### src/rtl/tap_controller_if.sv
// Pin-level bundle between the TAP front end and its environment (tester pins + BIST block).
interface tap_controller_if #(parameter int DR_W = 10);
  logic            TMS;
  logic            TDI;
  logic            TDO;
  logic            TDO_EN;
  logic [7:0]      BIST_DATA;
  logic            TLR;
  logic            UPDATEDR;
  logic            RUNBIST_SELECT;
  logic            GETTEST_SELECT;
  logic            SETSTATE_SELECT;
  logic [DR_W-1:0] BSR;

  modport master (
    output TMS, TDI, BIST_DATA,
    input  TDO, TDO_EN, TLR, UPDATEDR, RUNBIST_SELECT, GETTEST_SELECT, SETSTATE_SELECT, BSR
  );

  modport slave (
    input  TMS, TDI, BIST_DATA,
    output TDO, TDO_EN, TLR, UPDATEDR, RUNBIST_SELECT, GETTEST_SELECT, SETSTATE_SELECT, BSR
  );
endinterface

### src/rtl/tap_controller.sv
// IEEE 1149.1-style TAP front end: 16-state FSM, instruction register and the shared
// BIST data register, with IDCODE and BYPASS registers on the same serial path.
module tap_controller #(
  parameter int          IR_W   = 4,
  parameter int          DR_W   = 10,
  parameter logic [31:0] IDCODE = 32'h1000_0001
) (
  input  logic            TCK,
  input  logic            TRST,
  tap_controller_if.slave tap
);

  typedef enum logic [3:0] {
    ST_TLR, ST_RTI, ST_SEL_DR, ST_CAP_DR, ST_SH_DR, ST_EX1_DR, ST_PAUSE_DR, ST_EX2_DR,
    ST_UPD_DR, ST_SEL_IR, ST_CAP_IR, ST_SH_IR, ST_EX1_IR, ST_PAUSE_IR, ST_EX2_IR, ST_UPD_IR
  } state_t;

  typedef enum logic [2:0] {K_BYPASS, K_IDCODE, K_GETTEST, K_RUNBIST, K_SETSTATE} kind_t;

  localparam logic [IR_W-1:0] OP_IDCODE   = IR_W'(4'b0001);
  localparam logic [IR_W-1:0] OP_GETTEST  = IR_W'(4'b0010);
  localparam logic [IR_W-1:0] OP_RUNBIST  = IR_W'(4'b0011);
  localparam logic [IR_W-1:0] OP_SETSTATE = IR_W'(4'b0100);
  localparam logic [IR_W-1:0] IR_CAPTURE  = IR_W'(4'b0101);

  // Unlisted opcodes (including 1111) all fall through to BYPASS.
  function automatic kind_t decode(input logic [IR_W-1:0] ir);
    kind_t k;
    case (ir)
      OP_IDCODE:   k = K_IDCODE;
      OP_GETTEST:  k = K_GETTEST;
      OP_RUNBIST:  k = K_RUNBIST;
      OP_SETSTATE: k = K_SETSTATE;
      default:     k = K_BYPASS;
    endcase
    return k;
  endfunction

  // Select vector ordered {runbist, gettest, setstate}.
  function automatic logic [2:0] select_bits(input kind_t k);
    return {k == K_RUNBIST, k == K_GETTEST, k == K_SETSTATE};
  endfunction

  state_t            state_r, state_next_s;
  logic [IR_W-1:0]   ir_shift_r, ir_active_r, ir_active_next_s;
  logic [DR_W-1:0]   dr_r;
  logic [31:0]       id_r;
  logic              byp_r;
  logic [2:0]        sel_r;
  logic              tdo_s;
  kind_t             active_kind_s;

  assign active_kind_s = decode(ir_active_r);

  // TAP state register.
  always_ff @(posedge TCK) begin
    if (TRST) state_r <= ST_TLR;
    else      state_r <= state_next_s;
  end

  // TMS-driven state transitions.
  always_comb begin
    state_next_s = state_r;
    case (state_r)
      ST_TLR:      state_next_s = tap.TMS ? ST_TLR    : ST_RTI;
      ST_RTI:      state_next_s = tap.TMS ? ST_SEL_DR : ST_RTI;
      ST_SEL_DR:   state_next_s = tap.TMS ? ST_SEL_IR : ST_CAP_DR;
      ST_CAP_DR:   state_next_s = tap.TMS ? ST_EX1_DR : ST_SH_DR;
      ST_SH_DR:    state_next_s = tap.TMS ? ST_EX1_DR : ST_SH_DR;
      ST_EX1_DR:   state_next_s = tap.TMS ? ST_UPD_DR : ST_PAUSE_DR;
      ST_PAUSE_DR: state_next_s = tap.TMS ? ST_EX2_DR : ST_PAUSE_DR;
      ST_EX2_DR:   state_next_s = tap.TMS ? ST_UPD_DR : ST_SH_DR;
      ST_UPD_DR:   state_next_s = tap.TMS ? ST_SEL_DR : ST_RTI;
      ST_SEL_IR:   state_next_s = tap.TMS ? ST_TLR    : ST_CAP_IR;
      ST_CAP_IR:   state_next_s = tap.TMS ? ST_EX1_IR : ST_SH_IR;
      ST_SH_IR:    state_next_s = tap.TMS ? ST_EX1_IR : ST_SH_IR;
      ST_EX1_IR:   state_next_s = tap.TMS ? ST_UPD_IR : ST_PAUSE_IR;
      ST_PAUSE_IR: state_next_s = tap.TMS ? ST_EX2_IR : ST_PAUSE_IR;
      ST_EX2_IR:   state_next_s = tap.TMS ? ST_UPD_IR : ST_SH_IR;
      ST_UPD_IR:   state_next_s = tap.TMS ? ST_SEL_DR : ST_RTI;
      default:     state_next_s = ST_TLR;
    endcase
  end

  // Next active instruction; shared by the IR register and the select decode.
  always_comb begin
    ir_active_next_s = ir_active_r;
    case (state_r)
      ST_UPD_IR: ir_active_next_s = ir_shift_r;
      ST_TLR:    ir_active_next_s = OP_IDCODE;
      default:   ir_active_next_s = ir_active_r;
    endcase
  end

  // Instruction shift and active registers.
  always_ff @(posedge TCK) begin
    if (TRST) begin
      ir_shift_r  <= '0;
      ir_active_r <= OP_IDCODE;
    end else begin
      ir_active_r <= ir_active_next_s;
      case (state_r)
        ST_CAP_IR: ir_shift_r <= IR_CAPTURE;
        ST_SH_IR:  ir_shift_r <= {tap.TDI, ir_shift_r[IR_W-1:1]};
        default:   ir_shift_r <= ir_shift_r;
      endcase
    end
  end

  // Selects are registered from the next IR so they track UpdIR one cycle later.
  always_ff @(posedge TCK) begin
    if (TRST)                        sel_r <= 3'b000;
    else if (state_next_s == ST_TLR) sel_r <= 3'b000;
    else                             sel_r <= select_bits(decode(ir_active_next_s));
  end

  // Data-side capture and shift; pause/exit states simply hold.
  always_ff @(posedge TCK) begin
    if (TRST) begin
      dr_r  <= '0;
      id_r  <= 32'h0000_0000;
      byp_r <= 1'b0;
    end else if (state_r == ST_CAP_DR) begin
      case (active_kind_s)
        K_RUNBIST: dr_r  <= {{(DR_W-8){1'b0}}, tap.BIST_DATA};
        K_IDCODE:  id_r  <= IDCODE;
        K_BYPASS:  byp_r <= 1'b0;
        default:   dr_r  <= dr_r;
      endcase
    end else if (state_r == ST_SH_DR) begin
      case (active_kind_s)
        K_IDCODE: id_r  <= {tap.TDI, id_r[31:1]};
        K_BYPASS: byp_r <= tap.TDI;
        default:  dr_r  <= {tap.TDI, dr_r[DR_W-1:1]};
      endcase
    end
  end

  // Serial output mux: LSB of whichever register is on the scan path.
  always_comb begin
    tdo_s = 1'b0;
    if (state_r == ST_SH_IR) begin
      tdo_s = ir_shift_r[0];
    end else if (state_r == ST_SH_DR) begin
      case (active_kind_s)
        K_IDCODE: tdo_s = id_r[0];
        K_BYPASS: tdo_s = byp_r;
        default:  tdo_s = dr_r[0];
      endcase
    end else begin
      tdo_s = 1'b0;
    end
  end

  assign tap.TDO             = tdo_s;
  assign tap.TDO_EN          = (state_r == ST_SH_IR) || (state_r == ST_SH_DR);
  assign tap.TLR             = (state_r == ST_TLR);
  assign tap.UPDATEDR        = (state_r == ST_UPD_DR);
  assign tap.RUNBIST_SELECT  = sel_r[2];
  assign tap.GETTEST_SELECT  = sel_r[1];
  assign tap.SETSTATE_SELECT = sel_r[0];
  assign tap.BSR             = dr_r;

endmodule

### src/flat_wrapper.sv
// flat-port wrapper written by rule: the top's interface ports become plain ports
module tap_controller_flat 
#(
  parameter int          IR_W   = 4,
  parameter int          DR_W   = 10,
  parameter logic [31:0] IDCODE = 32'h1000_0001
)
  (TCK, TRST, tap_TMS, tap_TDI, tap_BIST_DATA, tap_TDO, tap_TDO_EN, tap_TLR, tap_UPDATEDR, tap_RUNBIST_SELECT, tap_GETTEST_SELECT, tap_SETSTATE_SELECT, tap_BSR);
  tap_controller_if #(.DR_W(DR_W)) tap_i ();
  input  logic TCK;
  input  logic TRST;
  input wire logic [$bits(tap_i.TMS)-1:0] tap_TMS;
  input wire logic [$bits(tap_i.TDI)-1:0] tap_TDI;
  input wire logic [$bits(tap_i.BIST_DATA)-1:0] tap_BIST_DATA;
  output wire logic [$bits(tap_i.TDO)-1:0] tap_TDO;
  output wire logic [$bits(tap_i.TDO_EN)-1:0] tap_TDO_EN;
  output wire logic [$bits(tap_i.TLR)-1:0] tap_TLR;
  output wire logic [$bits(tap_i.UPDATEDR)-1:0] tap_UPDATEDR;
  output wire logic [$bits(tap_i.RUNBIST_SELECT)-1:0] tap_RUNBIST_SELECT;
  output wire logic [$bits(tap_i.GETTEST_SELECT)-1:0] tap_GETTEST_SELECT;
  output wire logic [$bits(tap_i.SETSTATE_SELECT)-1:0] tap_SETSTATE_SELECT;
  output wire logic [$bits(tap_i.BSR)-1:0] tap_BSR;
  assign tap_i.TMS = tap_TMS;
  assign tap_i.TDI = tap_TDI;
  assign tap_i.BIST_DATA = tap_BIST_DATA;
  assign tap_TDO = tap_i.TDO;
  assign tap_TDO_EN = tap_i.TDO_EN;
  assign tap_TLR = tap_i.TLR;
  assign tap_UPDATEDR = tap_i.UPDATEDR;
  assign tap_RUNBIST_SELECT = tap_i.RUNBIST_SELECT;
  assign tap_GETTEST_SELECT = tap_i.GETTEST_SELECT;
  assign tap_SETSTATE_SELECT = tap_i.SETSTATE_SELECT;
  assign tap_BSR = tap_i.BSR;
  tap_controller #(.IR_W(IR_W), .DR_W(DR_W), .IDCODE(IDCODE)) u_core (.TCK(TCK), .TRST(TRST), .tap(tap_i));
endmodule
### config.mk
export PLATFORM = sky130hd
export DESIGN_NAME = tap_controller_flat
export DESIGN_NICKNAME = d
export VERILOG_FILES = /design/src/rtl/tap_controller_if.sv /design/src/rtl/tap_controller.sv /design/src/flat_wrapper.sv
export SDC_FILE = /design/constraint.sdc
export NUM_CORES = 1
export LEC_CHECK = 0
export ABC_AREA = 0
export BUFFER_PORTS_ARGS = -buffer_cell sky130_fd_sc_hd__buf_2
export CORE_MARGIN = 3
export CORE_UTILIZATION = 30
export DETAILED_ROUTE_END_ITERATION = 7
export PLACE_DENSITY = 0.46
export SYNTH_ARGS = -nofsm -noshare
export SYNTH_HDL_FRONTEND = slang
export SYNTH_SLANG_ARGS = --single-unit
### constraint.sdc
create_clock -name TCK -period 3.21 [get_ports TCK]
set_clock_uncertainty 0.05 [all_clocks]
set_input_delay 0.4815 -clock TCK [delete_from_list [all_inputs] [get_ports TCK]]
set_output_delay 0.4815 -clock TCK [all_outputs]
set_load 0.01 [all_outputs]
# [Word-level counts from Yosys, hierarchy flattened]
# Cells that the tools add are included.
[classes] eq_ne=34 n_div=0 n_reduce_logical=14 magnitude_cmp=0 shifts=0 add_sub_neg=0 bitwise_logic=0 multipliers=0 muxes=34
[op_table] op="two-way mux 32 bit" n=4
[op_table] op="case mux 4 bit (12 select lines)" n=1
[op_table] op="two-way mux 10 bit" n=4
[op_table] op="== test 4 bit (second input constant)" n=8
[op_table] op="== test 4 x 2 -> 1 bit (second input constant)" n=6
[op_table] op="== test 4 x 3 -> 1 bit (second input constant)" n=6
[op_table] op="case mux 3 bit (4 select lines)" n=2
[op_table] op="two-way mux 4 bit" n=4
[op_table] op="case mux 4 bit (2 select lines)" n=2
[op_table] op="== test 4 x 1 -> 1 bit (second input constant)" n=3
[op_table] op="two-way mux 3 bit" n=4
[op_table] op="!= test 2 bit (second input constant)" n=5
[op_table] op="== test 3 x 2 -> 1 bit (second input constant)" n=3
[op_table] op="two-way mux 1 bit" n=9
[op_table] op="AND reduction 3 bit" n=3
[op_table] op="logical NOT 4 bit" n=2
[op_table] op="OR reduction 2 bit" n=4
[op_table] op="two-way mux 2 bit" n=3
[op_table] op="nonzero test 2 bit" n=2
[op_table] op="== test 3 x 1 -> 1 bit (second input constant)" n=1
[op_table] op="== test 3 bit (second input constant)" n=1
[op_table] op="logical NOT 3 bit" n=1
[op_table] op="OR reduction 3 bit" n=1
[op_table] op="!= test 2 x 1 -> 1 bit (second input constant)" n=1
[op_table] op="2 further kinds" n=2
[totals] register_bits=58 output_inout_bits=17 ram_bits=0 memories=0 rom_bits=0 input_bits=12 word_cells=89 latchBits=0

# [Depth between registers and ports, before layout]
# Gate-level depths: netlist of the first run.
[depth] word_depth=7 mapped_depth=7 ltp_nobuf=4

# [Worst setup path after synthesis of the first run]
# No wires, ideal clock.
[synth_path] path_type="reg2out" from="register u_core.state_r[0]" to="output tap_TLR" required_time_ns=2.678 stages_incl_launch_ff=5 n_path_buf=3 path_slack_ns=1.363 arrival_ns=1.316 cell_sequence="dfxtp_1 -> buf_2 -> buf_2 -> buf_1 -> nor4_1"
[synth_via] elab_chain_len=1
[synth_lines] item="start, declared" line="tap_controller.sv:44" source="state_t state_r, state_next_s;"
[synth_lines] item="start signal, assigned" line="tap_controller.sv:58" source="else state_r <= state_next_s;"
[synth_lines] item="logical NOT 4 bit" line="tap_controller.sv:157" source="assign tap.TLR = (state_r == ST_TLR);"
[synth_lines] item="end, declared" line="flat_wrapper.sv:17" source="output wire logic [$bits(tap_i.TLR)-1:0] tap_TLR;"
# No other way between the ends.

# [Final worst setup path of the first run]
[layout_path] from="register u_core.state_r[1]" to="output tap_TDO"
[layout_via] elab_chain_len=3 elab_cells_between_ends=4 classes_between="eq/ne: 2; mux: 2"
[layout_lines] item="== test 4 x 3 -> 1 bit" line="tap_controller.sv:144" source="end else if (state_r == ST_SH_DR) begin"
[layout_lines] item="two-way mux 1 bit" line="tap_controller.sv:144"
[layout_lines] item="two-way mux 1 bit *" line="tap_controller.sv:142" source="if (state_r == ST_SH_IR) begin"
[layout_lines] item="end, declared" line="flat_wrapper.sv:15" source="output wire logic [$bits(tap_i.TDO)-1:0] tap_TDO;"
# Mark *: on every way between the ends. The rest lies on a longest branch, timed or not.

==> summary.md, run 1 <==
| Metric | Value |
|---|---|
| Largest net degree at the start of global routing | `51` |
| Post-DRT Antenna Nets | `0` |
| Cell Area, Synth | `between 2000 and 3000 µm²` |
| Worst slew pin tran | `a little under 0.6 ns` |
| Sink Count | `58` |
| FP Rows | `34` |
| Clk Latency, worst-skew pair | `0.32 ns` |
| Leakage Power | `between 0.001 and 0.0015 µW` |
| Worst-path fanout max | `19` |
| Clock transition at path regs | `approximately 0.070 ns` |
| RSZ-0062 raised after global routing | `false` |
| Pre-antenna DRT Iters | `4` |
| Register area share after synthesis | `0.412` |
| Mean Syn Cell Area | `8.71 µm²` |
| DR iter-0 viols | `90` |
| Total Wirelength | `6.18 mm` |
| Status | `completed` |
| Placer Congestion | `0.773` |
| Min Tclk post-route | `approximately 2.4 ns` |
| Initial antenna violation count | `0` |
| GRT Resource Usage Total | `0.126` |
| Die H | `103 µm` |
| Power Total | `1570 µW` |
| CP peak stage delay | `0.63 ns` |
| Post-Synthesis Cells | `324` |
| # port buffers | `28` |
| Setup TNS | `0 ns` |
| Share of cells above drive strength 1 | `0.171` |
| Achievable frequency | `409 MHz` |
| Routed WL per cell | `approximately 14 µm` |
| Post-CTS sizing | `0` |
| Syn nets | `between 300 and 400` |
| Core Box Area | `8930 µm²` |
| Num CTS Buffers | `9` |
| CTS tree | `built` |
| Most frequent cells in the layout | `dfxtp_1 (58), nor2_1 (41), and2_1 (29), mux2i_1 (29), buf_2 (28)` |
| Worst path cell trace | `nor4b_2 -> nand3b_1 -> o221ai_1 -> buf_2` |
| Max Root-Sink Buffers | `2` |
| Ys flop type | `dfxtp_1` |
| Most common cell after layout, fill and taps aside | `dfxtp_1` |
| Endpoints failing setup | `0` |
| Worst hold path type | `in2reg` |
| Worst Setup Start Kind | `flip-flop` |
| Drt drc | `0` |
| Critical Path AT | `roughly 1.9 ns` |
| Starting Density | `0.316` |
| Via density | `5.03` |
| Post-synth EDFFs | `0` |
| Io pins | `29` |
| Peak VDD IR | `0.184 mV` |
| H-tree depth | `3` |
| Root Buffer | `clkbuf_8` |
| Pins Over Slew Limit | `0` |
| Vias in the first global route | `~2100` |
| Async S/R FF share, synth | `0` |
| Slew HR | `0.604` |
| Nets | `between 300 and 400` |
| Crit end category | `primary output` |
| CP required | `2.68 ns` |
| First-pass GRT wire length | `10.6 mm` |
| Final period utilization | `0.762` |
| Hold-fix buffers, CTS | `0` |
| Total grt overflow | `0` |
| MaxCap Viol Count | `0` |
| Slowest-stage cell, CP | `nor4b_2` |
| Fin. Hold Viols | `0` |
| Setup bufs post-CTS | `0` |
| Final HPWL DP | `3.85 mm` |
| Setup CP Type | `reg2out` |
| N_diodes | `0` |
| Count of cell types in the netlist | `56` |
| Area grow syn2layout | `15.0%` |
| Vias | `2285` |
| Die ar. | `10600 µm²` |
| Yosys warning count | `0` |
| Pwr/cell area | `483 nW/µm²` |
| Synth Register Bits | `58` |
| Die Wd | `roughly 100 µm` |
where the power goes:
part / switching [µW] / internal (µW)
registers: 9.92 / 724
logic: 53.8 / 33.2
clock network: 292 / 456
total: 356 / 1210
metrics by stage:
stage / util / hold WS, ns / worst slack (ns) / area, µm² / std cells
global placement: 0.339 / 0.406 / 0.917 / 3030 / 438
floorplan: - / 0.395 / 1.36 / 2820 / 324
CTS: 0.363 / 0.350 / 0.741 / 3240 / 454
global route: 0.363 / 0.354 / 0.569 / 3240 / 454
finish: 0.363 / 0.365 / 0.764 / 3240 / 454
detailed placement: 0.339 / 0.407 / 0.903 / 3030 / 438
layout make-up:
class | instances | area [µm²]
fillers | 930 | 5690
inverters | 7 | 26.3
multi-input cells | 228 | 1500
flip-flops and latches | 58 | 1160
repair buffers | 37 | 208
well taps | 108 | 135
clock inverters | 5 | 77.6
clock buffers | 11 | 141
sequential cells by signal (all words and copies together), names as in the netlist:
name and cells:
u_core.id_r 32, u_core.tap.BSR 10, u_core.ir_active_r 4, u_core.ir_shift_r 4
u_core.state_r 4, u_core.sel_r 3, u_core.byp_r 1
worst paths after layout:
check                                        from  cells past startpoint                 to  slack [ns]
worst max-delay path            u_core.state_r[1]                      4            tap_TDO        0.76
worst min-delay path             tap_BIST_DATA[7]                      3  u_core.tap.BSR[7]        0.37
worst max register to register  u_core.state_r[1]                      5     u_core.id_r[4]        0.88
worst min register to register    u_core.id_r[31]                      2    u_core.id_r[31]        0.42
cells in the mapped netlist, types with 3 or more instances:
cell type	number	area [µm²]
dfxtp_1	58	1160
nor2_1	41	154
and2_1	29	181
mux2i_1	29	290
nand2_1	23	86.3
clkbuf_1	19	71.3
nor3_1	13	65.1
a311oi_1	10	87.6
nand3_1	10	50.1
a21oi_1	9	45.0
inv_1	7	26.3
buf_2	5	25.0
nand2b_1	5	31.3
buf_4	4	30.0
o21ai_0	4	20.0
a22oi_1	3	22.5
a31oi_1	3	18.8
cell families (layout without fill, tap and decap cells):
family          after synthesis  count (layout)  synth area share
mux                          29              29             0.103
simple gates                137             137             0.251
flops                        58              58             0.412
compound gates               60              60             0.167
buf+inv                      38              60            0.0608
xor+xnor                      2               2           0.00621
critical path, delay by kind of cell (launching register included):
kind,cells,cell delay (ns)
buf+inv,1,0.16
compound gates,1,0.16
simple gates,2,0.77
flops,1,0.50
layer usage:
layer / share of wire / GRT usage / routed length, µm
met1: 0.51 / 0.173 / 3140
met3: 0.034 / 0.0413 / 213
met4: 0.011 / 0.0388 / 66
met2: 0.45 / 0.187 / 2760
met5: 0 / 0 / 0
Power figures use the tool's default switching activity.
==> run 2: changes to the inputs <==
PLACE_DENSITY = 0.48   (was 0.46)
clock period = 2 ns   (was 3.21 ns; I/O delays follow)
==> run 2 against run 1 <==
Compared with the run above:
- final cell count rose by 1.3%
- first-iteration DRC count shrank 31%
- sequential cell count unchanged
- critical path type unchanged
==> summary.md, run 2 (synthesis gave the netlist of run 1 again) <==
| Metric | Value |
|---|---|
| Die Wd | `~100 µm` |
| Root Buffer | `clkbuf_8` |
| Max reg flops | `32` |
| Worst Setup Start Kind | `flip-flop` |
| Clk Latency, worst-skew pair | `0.33 ns` |
| CP required | `1.65 ns` |
| Most common cell after layout, fill and taps aside | `dfxtp_1` |
| Clock transition at path regs | `0.07 ns` |
| Critical Path AT | `1.58 ns` |
| P_int | `2050 µW` |
| N_diodes | `0` |
| MaxCap Viol Count | `0` |
| Die H | `103 µm` |
| Vias in the first global route | `about 2200` |
| Placed Cells | `443` |
| Status | `completed` |
| Vias | `2337` |
| Placer Congestion | `roughly 0.76` |
| Combinational share of power | `0.061` |
| Crit end category | `primary output` |
| Leakage Power | `0.00121 µW` |
| Clock power share | `0.489` |
| First-pass GRT wire length | `10.3 mm` |
| Share of cells above drive strength 1 | `0.222` |
| Pre-antenna DRT Iters | `4` |
| Total grt overflow | `0` |
| Core Box Area | `8930 µm²` |
| Fin. Hold Viols | `0` |
| DR iter-0 viols | `a little over 60` |
| Die ar. | `10600 µm²` |
| Worst hold path type | `in2reg` |
| Endpoints failing setup | `0` |
| Post-DRT Antenna Nets | `0` |
| Pwr/cell area | `767 nW/µm²` |
| Io pins | `29` |
| Drt drc | `0` |
| Largest net degree at the start of global routing | `43` |
| FP Rows | `34` |
| Setup CP Type | `reg2out` |
| Flop pwr share | `0.449` |
| # port buffers | `28` |
| Hold-fix buffers, CTS | `0` |
| RSZ-0062 raised after global routing | `true` |
| Hold wc startpoint | `tap_BIST_DATA[3]` |
| CTS tree | `built` |
| Slew HR | `0.604` |
| Worst R2R Start | `u_core.state_r[1]` |
| Final period utilization | `0.966` |
| Worst R2R Setup Slack | `0.09 ns` |
| Peak VDD IR | `0.408 mV` |
| Worst slew pin tran | `roughly 0.59 ns` |
| Nets | `359` |
| Worst-path fanout max | `4` |
| Via density | `5.08` |
| Sink Count | `58` |
| Routed WL per cell | `13.3 µm` |
| Max Root-Sink Buffers | `2` |
| Most frequent cells in the layout | `dfxtp_1 (51), nor2_1 (40), and2_1 (29), mux2i_1 (29), buf_2 (28)` |
| Total Wirelength | `6.13 mm` |
| Pins Over Slew Limit | `0` |
| Non-filler cells, final | `460` |
| Min Tclk post-route | `1.93 ns` |
| Setup TNS | `0 ns` |
| Sw frac | `0.215` |
| Largest reg by FF count | `u_core.id_r` |
| Num CTS Buffers | `9` |
| Starting Density | `0.316` |
| H-tree depth | `3` |
| Achievable frequency | `517 MHz` |
| Area grow syn2layout | `20.4%` |
| Final HPWL DP | `3.93 mm` |
| Total net switching power | `559 µW` |
| Initial antenna violation count | `0` |
| GRT Resource Usage Total | `0.121` |
| Worst setup startpoint | `u_core.state_r[1]` |
==> run 2: per-stage QoR <==
stage | utilization | instance area [µm²] | total power, µW | worst slack [ns] | hold slack, ns
after floorplan | - | 2820 | 1310 | 0.201 | 0.395
after detailed placement | 0.346 | 3090 | 1350 | 0.101 | 0.409
final | 0.380 | 3400 | 2600 | 0.0671 | 0.181
after global routing | 0.380 | 3400 | 2710 | -0.00831 | 0.163
after CTS | 0.375 | 3350 | 2640 | 0.00241 | 0.162
after global placement | 0.346 | 3090 | 1350 | 0.152 | 0.408
==> run 2: critical path, cell delays in order (launching register included) <==
cell and delay (ns):
dfxtp_2 0.35, or4b_4 0.58, o221ai_2 0.17, buf_2 0.16
==> run 2: per-layer routing <==
metal  share of wire  vias to the layer above  global-route usage
met3           0.041                        5              0.0413
met4          0.0072                        0              0.0388
li1                -                     1199                   -
met5               0                        -                   0
met2            0.46                       37               0.186
met1            0.49                     1096               0.159
==> run 2: worst paths after layout <==
path                               end  depth (start not counted)
setup / recovery               tap_TDO                          3
hold / removal       u_core.tap.BSR[3]                          3
setup reg to reg     u_core.tap.BSR[1]                          4
hold reg to reg   u_core.ir_shift_r[3]                          2
==> run 2: power groups by stage <==
stage | combinational (µW) | clock (µW) | sequential [µW]
after global placement | 156 | 0 | 1190
after floorplan | 114 | 0 | 1190
final | 160 | 1270 | 1170
after global routing | 175 | 1370 | 1170
after CTS | 157 | 1310 | 1170
after detailed placement | 156 | 0 | 1200
==> run 2: repair_timing <==
item	in CTS	in global routing
endpoints found under the setup margin	2	6
gates resized for setup	9	11
setup buffers	0	1
endpoints found under the hold margin	0	0
pin swaps	1	6
==> run 2: cell type report <==
type	count	area, µm²
fillers	955	5540
multi-input cells	228	1540
flip-flops and latches	58	1170
repair buffers	43	297
well taps	108	135
clock buffers	10	128
clock inverters	6	105
inverters	7	26.3
==> run 3: changes to the inputs <==
==> constraint.sdc (replaced) <==
create_clock -name TCK -period 2 [get_ports TCK]
set_clock_uncertainty 0.05 [all_clocks]
set_input_delay 0.4 -clock TCK [delete_from_list [all_inputs] [get_ports TCK]]
set_output_delay 0.4 -clock TCK [all_outputs]
set_load 0.01 [all_outputs]
==> run 3 against run 2 <==
Compared with the run above:
- the run now ends with negative setup slack left
- largest cell class unchanged
- non-clock buffer count is 1 higher
- critical endpoint is now tap_TDO_EN
- core utilization decreased by 0.14 points
- total power decreased by 9.1%
- final cell count unchanged
- sequential power hardly changed
==> summary.md, run 3 (synthesis gave the netlist of run 1 again) <==
| Metric | Value |
|---|---|
| Status | `complete, but fails checks` |
| Failing checks | `negative setup slack` |
| FILL cells | `between 900 and 1000` |
| Vias in the first global route | `2164` |
| Leakage Power | `0.00120 µW` |
| Clock transition at path regs | `~0.07 ns` |
| Via density | `5.13` |
| Root Buffer | `clkbuf_8` |
| Die Wd | `103 µm` |
| Share of cells above drive strength 1 | `0.222` |
| Die H | `103 µm` |
| Final HPWL DP | `around 4 mm` |
| Worst setup startpoint | `u_core.state_r[0]` |
| FP Rows | `34` |
| Worst slew pin tran | `0.447 ns` |
| Peak VDD IR | `0.325 mV` |
| Slowest-stage cell, CP | `or4b_4` |
| Most frequent cells in the layout | `dfxtp_1 (51), nor2_1 (40), and2_1 (29), mux2i_1 (29), buf_2 (28)` |
| Total grt overflow | `0` |
| Worst Setup Start Kind | `flip-flop` |
| Total Wirelength | `6.24 mm` |
| Largest reg by FF count | `u_core.id_r` |
| Final Core Density | `0.379` |
| Area grow syn2layout | `20.0%` |
| RSZ-0062 raised after global routing | `true` |
| Worst-path fanout max | `5` |
| Starting Density | `0.316` |
| Vias | `2358` |
| Crit end category | `primary output` |
| Place WS | `0.117 ns` |
| Pins Over Slew Limit | `0` |
| Slew HR | `0.694` |
| DP Area | `between 3000 and 4000 µm²` |
| Post-route cell area | `between 3000 and 4000 µm²` |
| CP peak stage delay | `around 0.55 ns` |
| Worst Reg-to-Reg Cells | `6` |
| Setup ws final | `-0.0217 ns` |
| Achievable frequency | `roughly 490 MHz` |
| Pwr/cell area | `700 nW/µm²` |
| GRT Resource Usage Total | `0.123` |
| Worst setup path endpoint | `tap_TDO_EN` |
| Hold-fix buffers, CTS | `0` |
| Pre-antenna DRT Iters | `4` |
| Endpoints failing setup | `2` |
| Largest net degree at the start of global routing | `52` |
| Num CTS Buffers | `9` |
| Setup TNS | `-0.0319 ns` |
| Worst R2R Start | `u_core.state_r[0]` |
| Worst path cell trace | `or4b_4 -> buf_4 -> nand2_1 -> buf_2` |
| H-tree depth | `3` |
| Max reg flops | `32` |
| Die ar. | `between 10000 and 15000 µm²` |
| MaxCap Viol Count | `0` |
| Initial antenna violation count | `0` |
| # port buffers | `28` |
| Core Box Area | `8930 µm²` |
| Drt drc | `0` |
| Fin. Hold Viols | `0` |
| DR iter-0 viols | `81` |
| Nets | `360` |
| CP required | `about 1.6 ns` |
| Worst R2R Setup Slack | `approximately 0.030 ns` |
| Worst hold path type | `in2reg` |
| First-pass GRT wire length | `10.4 mm` |
| CTS tree | `built` |
| Min Tclk post-route | `2.02 ns` |
| N_diodes | `0` |
| Critical Path AT | `1.57 ns` |
| Final period utilization | `1.01` |
| Clk Latency, worst-skew pair | `0.33 ns` |
| Routed WL per cell | `between 10 and 15 µm` |
| Most common cell after layout, fill and taps aside | `dfxtp_1` |
| Sink Count | `slightly below 60` |
| Setup CP Type | `reg2out` |
| Post-DRT Antenna Nets | `0` |
| End of the worst register-to-register path | `u_core.tap.BSR[1]` |
| Max Root-Sink Buffers | `2` |
| Io pins | `29` |
| Placer Congestion | `0.751` |
run 3: area by class of cell:
class                   count  area, µm²  share of cell area
multi-input cells         228       1540               0.456
repair buffers             44        322              0.0950
flip-flops and latches     58       1170               0.347
inverters                   7       26.3             0.00776
clock inverters             3       40.0              0.0118
well taps                 108        135              0.0399
clock buffers              12        145              0.0429
run 3: worst min-delay path by stage:
stage,startpoint,end,slack [ns],depth (start not counted)
after floorplan,u_core.id_r[31],u_core.id_r[31],0.40,2
after global placement,u_core.id_r[31],u_core.id_r[31],0.41,2
after detailed placement,u_core.ir_shift_r[1],u_core.ir_shift_r[1],0.41,2
after CTS,tap_BIST_DATA[4],u_core.tap.BSR[4],0.26,3
after global routing,tap_BIST_DATA[4],u_core.tap.BSR[4],0.27,3
final,tap_BIST_DATA[4],u_core.tap.BSR[4],0.28,3
run 3: report_power, final:
part | internal [µW] | leakage [µW] | switching [µW]
clock | 599 | 0.0000962 | 435
combinational | 66.5 | 0.000635 | 99.1
sequential | 1160 | 0.000470 | 8.82
total | 1830 | 0.00120 | 542
run 3: per-stage QoR:
step	total power, µW	instances	hold slack (ns)
final	2370	460	0.276
after global routing	2480	460	0.268
after CTS	2410	457	0.262
after detailed placement	1350	441	0.408
after global placement	1350	441	0.407
after floorplan	1310	324	0.395
run 3: metal layers:
metal	GRT usage	vias up	wire length [µm]
met5	0	-	0
met1	0.155	1109	3040
li1	-	1202	-
met3	0.0406	10	247
met4	0.0508	0	113
met2	0.192	37	2840
run 3: what timing repair did:
item,in CTS,in global routing
buffers inserted,1,3
resized for setup,18,3
setup endpoints to repair,2,10
pin swaps,3,6
cloned,0,0
run 3: critical path, delay by kind of cell (launching register included):
| family | cells | cell delay [ns] |
|---|---|---|
| simple gates | 2 | 0.60 |
| flops | 1 | 0.35 |
| buf+inv | 2 | 0.29 |
